<file path="src/rtl/encoder_8_to_3_drain_pkg.sv">
// Shared types and sizing for the 8:3 draining encoder.
// Optional round-robin selection is enabled with the ENC_RR_EN macro.
package enc_pkg;

  localparam int unsigned WIDTH = 8;
  localparam int unsigned IDXW  = $clog2(WIDTH);

  typedef enum logic {
    IDLE,
    DRAIN
  } state_t;

  // True when exactly one bit of v is set
  function automatic logic is_one_hot(input logic [WIDTH-1:0] v);
    return (v != '0) && ((v & (v - 1'b1)) == '0);
  endfunction

endpackage

</file>
<file path="src/rtl/encoder_8_to_3_drain_if.sv">
// Request-vector input stream and index output stream of the draining encoder.
// The slave modport is the encoder side; master is the source/consumer side.
interface encoder_8_to_3_drain_if #(
  parameter int unsigned WIDTH = enc_pkg::WIDTH,
  parameter int unsigned IDXW  = enc_pkg::IDXW
);

  logic             in_valid;
  logic             in_ready;
  logic [WIDTH-1:0] in_vec;
  logic             out_valid;
  logic             out_ready;
  logic [IDXW-1:0]  out_idx;
  logic             out_last;

  modport slave (
    input  in_valid,
    input  in_vec,
    input  out_ready,
    output in_ready,
    output out_valid,
    output out_idx,
    output out_last
  );

  modport master (
    output in_valid,
    output in_vec,
    output out_ready,
    input  in_ready,
    input  out_valid,
    input  out_idx,
    input  out_last
  );

endinterface

</file>
<file path="src/rtl/encoder_8_to_3_drain_penc_sel.sv">
// Combinational pending-bit selector: fixed MSB-first priority by default,
// downward round-robin search from ptr (with wrap) when ENC_RR_EN is defined.
module penc_sel
  import enc_pkg::*;
#(
  parameter int unsigned WIDTH = enc_pkg::WIDTH,
  parameter int unsigned IDXW  = enc_pkg::IDXW
) (
  input  logic [WIDTH-1:0] pend,
`ifdef ENC_RR_EN
  input  logic [IDXW-1:0]  ptr,
`endif
  output logic [IDXW-1:0]  idx,
  output logic             one_hot
);

  logic [IDXW-1:0] pos;
  logic            found;

  always_comb begin
    idx   = '0;
    found = 1'b0;
    pos   = '0;
    for (int unsigned k = 0; k < WIDTH; k++) begin
`ifdef ENC_RR_EN
      // Index arithmetic wraps naturally because WIDTH is a power of two
      pos = ptr - IDXW'(k);
`else
      pos = IDXW'(WIDTH - 1 - k);
`endif
      if (!found && pend[pos]) begin
        idx   = pos;
        found = 1'b1;
      end
    end
  end

  assign one_hot = is_one_hot(pend);

endmodule

</file>
<file path="src/rtl/encoder_8_to_3_drain.sv">
// Registered 8:3 encoder that drains every set bit of an accepted request
// vector as one index per handshake. ENC_RR_EN selects round-robin order.
module encoder_8_to_3_drain
  import enc_pkg::*;
#(
  parameter int unsigned WIDTH = enc_pkg::WIDTH,
  parameter int unsigned IDXW  = enc_pkg::IDXW
) (
  input  logic                   clk,
  input  logic                   rst_n,
  encoder_8_to_3_drain_if.slave  bus,
  output logic                   zero_err,
  output logic                   busy
);

  state_t           state;
  logic [WIDTH-1:0] pend;
  logic [WIDTH-1:0] pend_next;
  logic             accept;
  logic             take;
  logic [IDXW-1:0]  sel_idx;
  logic             sel_last;

  assign bus.in_ready = (state == IDLE);
  assign accept       = bus.in_valid && (state == IDLE);
  assign take         = bus.out_valid && bus.out_ready;

  // The selector looks at next-cycle pending bits so out_idx/out_last can be registered
  always_comb begin
    pend_next = pend;
    if (accept) begin
      pend_next = bus.in_vec;
    end else if (take) begin
      pend_next = pend & ~(WIDTH'(1) << bus.out_idx);
    end
  end

`ifdef ENC_RR_EN
  logic [IDXW-1:0] ptr;
  logic [IDXW-1:0] ptr_next;

  assign ptr_next = take ? (bus.out_idx - 1'b1) : ptr;

  always_ff @(posedge clk or negedge rst_n) begin
    if (!rst_n) begin
      ptr <= IDXW'(WIDTH - 1);
    end else begin
      ptr <= ptr_next;
    end
  end

  penc_sel #(.WIDTH(WIDTH), .IDXW(IDXW)) u_sel (
    .pend    (pend_next),
    .ptr     (ptr_next),
    .idx     (sel_idx),
    .one_hot (sel_last)
  );
`else
  penc_sel #(.WIDTH(WIDTH), .IDXW(IDXW)) u_sel (
    .pend    (pend_next),
    .idx     (sel_idx),
    .one_hot (sel_last)
  );
`endif

  always_ff @(posedge clk or negedge rst_n) begin
    if (!rst_n) begin
      state         <= IDLE;
      pend          <= '0;
      bus.out_valid <= 1'b0;
      bus.out_idx   <= '0;
      bus.out_last  <= 1'b0;
      zero_err      <= 1'b0;
      busy          <= 1'b0;
    end else begin
      pend         <= pend_next;
      bus.out_idx  <= sel_idx;
      bus.out_last <= sel_last;
      zero_err     <= accept && (bus.in_vec == '0);
      case (state)
        IDLE: begin
          if (accept && (bus.in_vec != '0)) begin
            state         <= DRAIN;
            bus.out_valid <= 1'b1;
            busy          <= 1'b1;
          end
        end
        DRAIN: begin
          if (take && bus.out_last) begin
            state         <= IDLE;
            bus.out_valid <= 1'b0;
            busy          <= 1'b0;
          end
        end
        default: begin
          state         <= IDLE;
          bus.out_valid <= 1'b0;
          busy          <= 1'b0;
        end
      endcase
    end
  end

endmodule

</file>
<file path="src/flat_wrapper.sv">
// flat-port wrapper written by rule: the top's interface ports become plain ports
module encoder_8_to_3_drain_flat import enc_pkg::*;
#(
  parameter int unsigned WIDTH = enc_pkg::WIDTH,
  parameter int unsigned IDXW  = enc_pkg::IDXW
)
  (clk, rst_n, zero_err, busy, bus_in_valid, bus_in_vec, bus_out_ready, bus_in_ready, bus_out_valid, bus_out_idx, bus_out_last);
  encoder_8_to_3_drain_if #(.WIDTH(WIDTH), .IDXW(IDXW)) bus_i ();
  input  logic clk;
  input  logic rst_n;
  output logic zero_err;
  output logic busy;
  input wire logic [$bits(bus_i.in_valid)-1:0] bus_in_valid;
  input wire logic [$bits(bus_i.in_vec)-1:0] bus_in_vec;
  input wire logic [$bits(bus_i.out_ready)-1:0] bus_out_ready;
  output wire logic [$bits(bus_i.in_ready)-1:0] bus_in_ready;
  output wire logic [$bits(bus_i.out_valid)-1:0] bus_out_valid;
  output wire logic [$bits(bus_i.out_idx)-1:0] bus_out_idx;
  output wire logic [$bits(bus_i.out_last)-1:0] bus_out_last;
  assign bus_i.in_valid = bus_in_valid;
  assign bus_i.in_vec = bus_in_vec;
  assign bus_i.out_ready = bus_out_ready;
  assign bus_in_ready = bus_i.in_ready;
  assign bus_out_valid = bus_i.out_valid;
  assign bus_out_idx = bus_i.out_idx;
  assign bus_out_last = bus_i.out_last;
  encoder_8_to_3_drain #(.WIDTH(WIDTH), .IDXW(IDXW)) u_core (.clk(clk), .rst_n(rst_n), .bus(bus_i), .zero_err(zero_err), .busy(busy));
endmodule
</file>
<file path="config.mk">
export PLATFORM = sky130hd
export DESIGN_NAME = encoder_8_to_3_drain_flat
export DESIGN_NICKNAME = d
export VERILOG_FILES = /design/src/rtl/encoder_8_to_3_drain_pkg.sv /design/src/rtl/encoder_8_to_3_drain_if.sv /design/src/rtl/encoder_8_to_3_drain_penc_sel.sv /design/src/rtl/encoder_8_to_3_drain.sv /design/src/flat_wrapper.sv
export SDC_FILE = /design/constraint.sdc
export NUM_CORES = 1
export LEC_CHECK = 0
export ABC_CLOCK_PERIOD_IN_PS = 5830
export CORE_MARGIN = 3
export CORE_UTILIZATION = 25
export DETAILED_ROUTE_END_ITERATION = 8
export PLACE_DENSITY_LB_ADDON = 0.15
export SLEW_MARGIN = 20
export SYNTH_ARGS = -nofsm -noshare
export SYNTH_HDL_FRONTEND = slang
export SYNTH_SLANG_ARGS = --single-unit
</file>
<file path="constraint.sdc">
create_clock -name clk -period 5.83 [get_ports clk]
set_input_delay 1.4575 -clock clk [delete_from_list [all_inputs] [get_ports clk]]
set_output_delay 1.4575 -clock clk [all_outputs]
set_load 0.05 [all_outputs]
</file>
* Word level (Yosys, flattened, before mapping) *
Index checks and enable logic that the tools add are counted.

word-level totals
  bits in registers = 15
  word-level logic and storage cells = 62
  output and inout port bits = 8

operators by class
  $add $sub $neg = 1
  bitwise operators = 4
  eq/ne operators = 2
  mux-type cells = 23
  shifts and indexed selects = 1
  reduce and logical (&&, ||, !) cells = 25

operators by type and width
  operator                                                            number
  3-bit two-way mux                                                   8
  8-bit bitwise AND                                                   2
  8-bit zero test                                                     2
  8-bit two-way mux                                                   2
  8-bit nonzero test                                                  2
  1-bit logical AND                                                   13
  1-bit two-way mux                                                   11
  8-bit inverter                                                      1
  1-bit by 3-bit left shift with 8-bit output, first input constant   1
  8-bit by 1-bit subtractor with 8-bit output, second input constant  1
  1-bit zero test                                                     7
  1-bit one-hot mux with 2 select lines                               2
  2-bit by 1-bit != test with 1-bit output, second input constant     1
  2-bit != test, second input constant                                1
  2-bit AND reduction                                                 1
  1-bit inverter                                                      1

* Logic depth before layout (Yosys ltp) *
  depth in word-level cells = 27
  gate-level depth with buffers = 8
  mapped depth without buffers = 6

* Modules after synthesis *
From an unflattened synthesis, not the netlist that was laid out.

second synthesis, totals
  cells, all modules = 82
  area total of the unflattened synthesis = 762.0 um^2

by module, submodules not included
  module                instances  cells an instance  sequential area each (um^2)  area an instance (um^2)
  encoder_8_to_3_drain  1          58                 375.4                        621.8
  penc_sel              1          24                 0.0                          140.1

* Worst setup path after synthesis *
No wires, ideal clock.

  path type = input to register
  start point = input bus_in_vec[3]
  end point = register u_core.bus.out_last
  cell stages on the path = 5
  setup slack = 2.896 ns
  arrival time = 2.830 ns
  required time = 5.726 ns
  cells stage by stage = or4b_1 > o31ai_1 > o22ai_1 > or4_1 > a221oi_1

on the way
  word-level cells in the longest chain between the ends = 5
  elaborated cells between the ends (all ways) = 6

ends and longest elaborated chain
  item                                         line                            source
  from (decl)                                  flat_wrapper.sv:14              input wire logic [$bits(bus_i.in_vec)-1:0] bus_in_vec;
  8-bit two-way mux (*)                        encoder_8_to_3_drain.sv:31      if (accept) begin
  8-bit by 1-bit subtractor with 8-bit output  encoder_8_to_3_drain_pkg.sv:15  return (v != '0) && ((v & (v - 1'b1)) == '0);
  8-bit bitwise AND                            encoder_8_to_3_drain_pkg.sv:15
  8-bit zero test                              encoder_8_to_3_drain_pkg.sv:15
  1-bit logical AND (*)                        encoder_8_to_3_drain_pkg.sv:15
  net u_core.sel_last                          encoder_8_to_3_drain.sv:22      logic sel_last;
  to (signal assigned)                         encoder_8_to_3_drain.sv:78      bus.out_last <= sel_last;
  to (decl)                                    encoder_8_to_3_drain_if.sv:23   output out_last

The timed path passes the listed nets; every way through them passes the cells marked *.
A chain may end at the register's enable or synchronous reset.

* Worst setup path after layout *
  start point = input bus_in_valid
  end point = register u_core.bus.out_last

on the way
  word-level cells in the longest chain between the ends = 6
  elaborated cells between the ends (all ways) = 7

ends and longest elaborated chain
  item                                         line                            source
  from (decl)                                  flat_wrapper.sv:13              input wire logic [$bits(bus_i.in_valid)-1:0] bus_in_valid;
  1-bit logical AND (*)                        encoder_8_to_3_drain.sv:25      assign accept = bus.in_valid && (state == IDLE);
  8-bit two-way mux (*)                        encoder_8_to_3_drain.sv:31
  net u_core.pend_next[6]                      encoder_8_to_3_drain.sv:18      logic [WIDTH-1:0] pend_next;
  8-bit by 1-bit subtractor with 8-bit output  encoder_8_to_3_drain_pkg.sv:15
  8-bit bitwise AND                            encoder_8_to_3_drain_pkg.sv:15
  8-bit zero test                              encoder_8_to_3_drain_pkg.sv:15
  1-bit logical AND (*)                        encoder_8_to_3_drain_pkg.sv:15
  net u_core.sel_last                          encoder_8_to_3_drain.sv:22

Marks and branches as above.

==> out/results.txt <==
Worst Hold Depth -> 2
RePlAce Congestion -> 0.774
Vias per Instance -> 5.04
Fin nets -> 125
Core area -> 3470 µm²
DIE HEIGHT -> 67.0 µm
Worst R2R Setup Slack -> 3.60 ns
Antenna violations before repair -> 0
Post_cts resized -> 0
Synth async-reset ratio -> 1.00
GRT Total Usage -> 0.120
Final WL -> 2270 µm
Post-Synthesis Cells -> 94
DR pass1 iterations -> 4
Clock power frac -> 0.137
Die ar. -> 4490 µm²
Clock transition at path regs -> 0.07 ns
Clk root buf -> clkbuf_8
Clk_lat worst skew -> 0.25 ns
HP Start -> u_core.pend[0]
Grt total ovfl -> 0
Leak Pwr -> 0.454 nW
WP buf/inv -> 2
Run status -> complete, no violations
CP endpoint kind -> register
Setup Crit Path Kind -> in2reg
Cts hold-fix bufs -> 0
Comb pwr share -> 0.544
Final instance area -> 1180 µm²
H-Tree Depth -> 1
CP Max Fanout -> 21
Post-CTS setup buffers -> 0
Clock buffer count from CTS -> 3
N_diodes -> 0
Startpoint types -> input port
Slew HR -> 0.532
Arr. time, crit path -> 3.63 ns
EDFF count, synth -> 0
Most instantiated cells after synthesis -> 15 x dfrtp_1, 8 x nand2_1, 6 x nor2_1
Yosys reg bits -> 15
HPWL after detailed placement -> 1770 µm
DIE WIDTH -> 67.0 µm
Placed cell count -> 154
Worst R2R Path Depth -> 6
Area delta synth->final -> 26.6%
Setup tns final -> 0 ns
Synth cell types -> 41
Vias in the first global route -> 783
Synthesis Warnings -> 0
Clock buffer depth -> 2
Fraction of layout cells with a size suffix above 1 -> 0.125
Worst reg2reg startpoint -> u_core.state
Mean post-synth cell area -> 9.90 µm²
Largest area contributor in the netlist -> dfrtp_1
Clock sink total -> 15
Min Clock Period, post-route -> 3.49 ns
CP cell instances -> clkdlybuf4s50_1, nor2b_4, nand2_1, o21ai_2, inv_1, or4_1, a221oi_1
Worst-case vdd ir drop -> 0.000203 V
Sequential power share -> 0.319
Reg-to-Reg End -> u_core.bus.out_last
Sw Pwr -> 296 µW
Post-Layout Cell Count -> 158
Final Max Tran Viols -> 0
MaxCap Viol Count -> 0
DR vias -> 796
FMAX -> 286 MHz
Largest net degree at the start of global routing -> 22
DP Area -> 1130 µm²
Starting Density -> 0.268
Syn Nets -> 106
Setup-failing EPs final -> 0
Number of top-level pins -> 20
Final core occ -> 0.340
Net Sw Frac -> 0.467
Min-Delay Endpoint -> u_core.pend[0]
DR WL/cell -> 14.4 µm
Global-route wire length before repair -> 3980 µm
RSZ-0062 raised after global routing -> no
Cell family with most CP delay -> simple AND/OR/NAND/NOR gates
Initial DRC Count -> 21
DRC errors left -> 0
HP Class -> reg2reg
Routed Antenna Nets -> 0
Cell with the most instances after synthesis -> dfrtp_1
Slew @ Worst Pin -> 0.700 ns
Std-Cell Rows -> 21
Largest cells by area after synthesis -> dfrtp_1 40%, buf_6 3.6%, mux2i_1 3.2%, mux2_4 3.2%, nand2_1 3.2%
TritonCTS clock tree -> built
Tot Pwr -> 634 µW
Port Buffers -> 19
Crit path largest cell delay -> 0.52 ns
Internal power -> 338 µW
Slowest CP cell -> or4_1
Post-synthesis sequential area ratio -> 0.403
Primary FF master, synth -> dfrtp_1
Final worst-path cycle share -> 0.599
Max Clock Skew -> 0.0109 ns
Power density cells -> 538 nW/µm²
Area fraction of the dominant cell type after synthesis -> 0.403
Synth Cell Area -> 931 µm²
Final Hold Fails -> 0
Critical Path RT -> 5.97 ns
==> through the flow <==
| step | setup slack [ns] | hold WS (ns) |
|---|---|---|
| after floorplan | 2.90 | 0.532 |
| after global placement | 2.13 | 0.579 |
| after detailed placement | 2.05 | 0.572 |
| after CTS | 2.33 | 0.583 |
| after global routing | 2.07 | 0.641 |
| final | 2.34 | 0.586 |
==> how the worst max path moves through the flow <==
stage	from	to	slack (ns)	cells past startpoint
floorplan	bus_in_vec[3]	u_core.bus.out_last	2.90	5
global placement	bus_in_valid	u_core.bus.out_last	2.13	7
detailed placement	bus_in_valid	u_core.bus.out_last	2.05	7
CTS	bus_in_valid	u_core.bus.out_last	2.33	7
global route	bus_in_valid	u_core.bus.out_last	2.07	7
finish	bus_in_valid	u_core.bus.out_last	2.34	7
==> placed cells by master, fill, tap and decap left out, drive strengths merged <==
cell type	netlist	layout
a211oi	3	3
a21o	4	4
a21oi	4	4
a221oi	1	1
a31oi	1	1
and3	1	1
clkbuf	0	3
clkdlybuf4s50	0	19
clkinv	0	1
dfrtp	15	15
inv	4	4
maj3	1	1
mux2	3	3
mux2i	3	3
nand2	8	8
nand2b	2	2
nand3	3	3
nand3b	1	1
nand4	1	1
nand4b	1	1
nor2	6	6
nor2b	1	1
nor3	4	4
nor4	3	3
nor4b	4	4
o211ai	1	1
o21ai	6	6
o21bai	1	1
o22ai	1	1
o31ai	2	2
or2	1	1
or3	1	1
or4	1	1
or4b	1	1
==> metal layers <==
| layer | global-route usage | vias up | share of wire |
|---|---|---|---|
| met1 | 0.165 | 378 | 0.47 |
| met5 | 0 | - | 0 |
| met3 | 0.0388 | 2 | 0.055 |
| met4 | 0.0228 | 0 | 0.0057 |
| met2 | 0.182 | 30 | 0.46 |
| li1 | - | 386 | - |
==> power by group through the flow <==
stage	logic (mW)	clock network, mW	registers, mW
detailed placement	0.346	0	0.205
CTS	0.347	0.0906	0.203
global route	0.379	0.0961	0.211
floorplan	0.241	0	0.228
finish	0.345	0.0871	0.202
global placement	0.348	0	0.204
==> tightest hold or removal path, cell delays in order, from the launching register on <==
cell and delay, ns:
dfrtp_1 0.39, nand2_1 0.06, a21oi_1 0.08
==> registers in the layout (all words and copies together), names as in the netlist <==
signal and flops:
u_core.bus.out_valid 1, u_core.state 1, u_core.pend 8, u_core.zero_err 1
u_core.bus.out_last 1, u_core.bus.out_idx 3
==> cells by family (layout without fill, tap and decap cells) <==
kind of cell,Yosys count,count (layout),synth area share
compound gates,24,24,0.176
flops,15,15,0.403
simple gates,39,39,0.267
buf+inv,9,27,0.0659
mux,6,6,0.0766
fa+ha+maj,1,1,0.0108
==> area by class of cell <==
cell class	instances	area, µm²
fillers	370	2290
multi-input cells	70	494
flip-flops and latches	15	375
repair buffers	19	190
well taps	46	57.6
clock buffers	3	41.3
inverters	4	15.0
clock inverters	1	5.00
No activity file was read; power rests on OpenSTA's default activity.
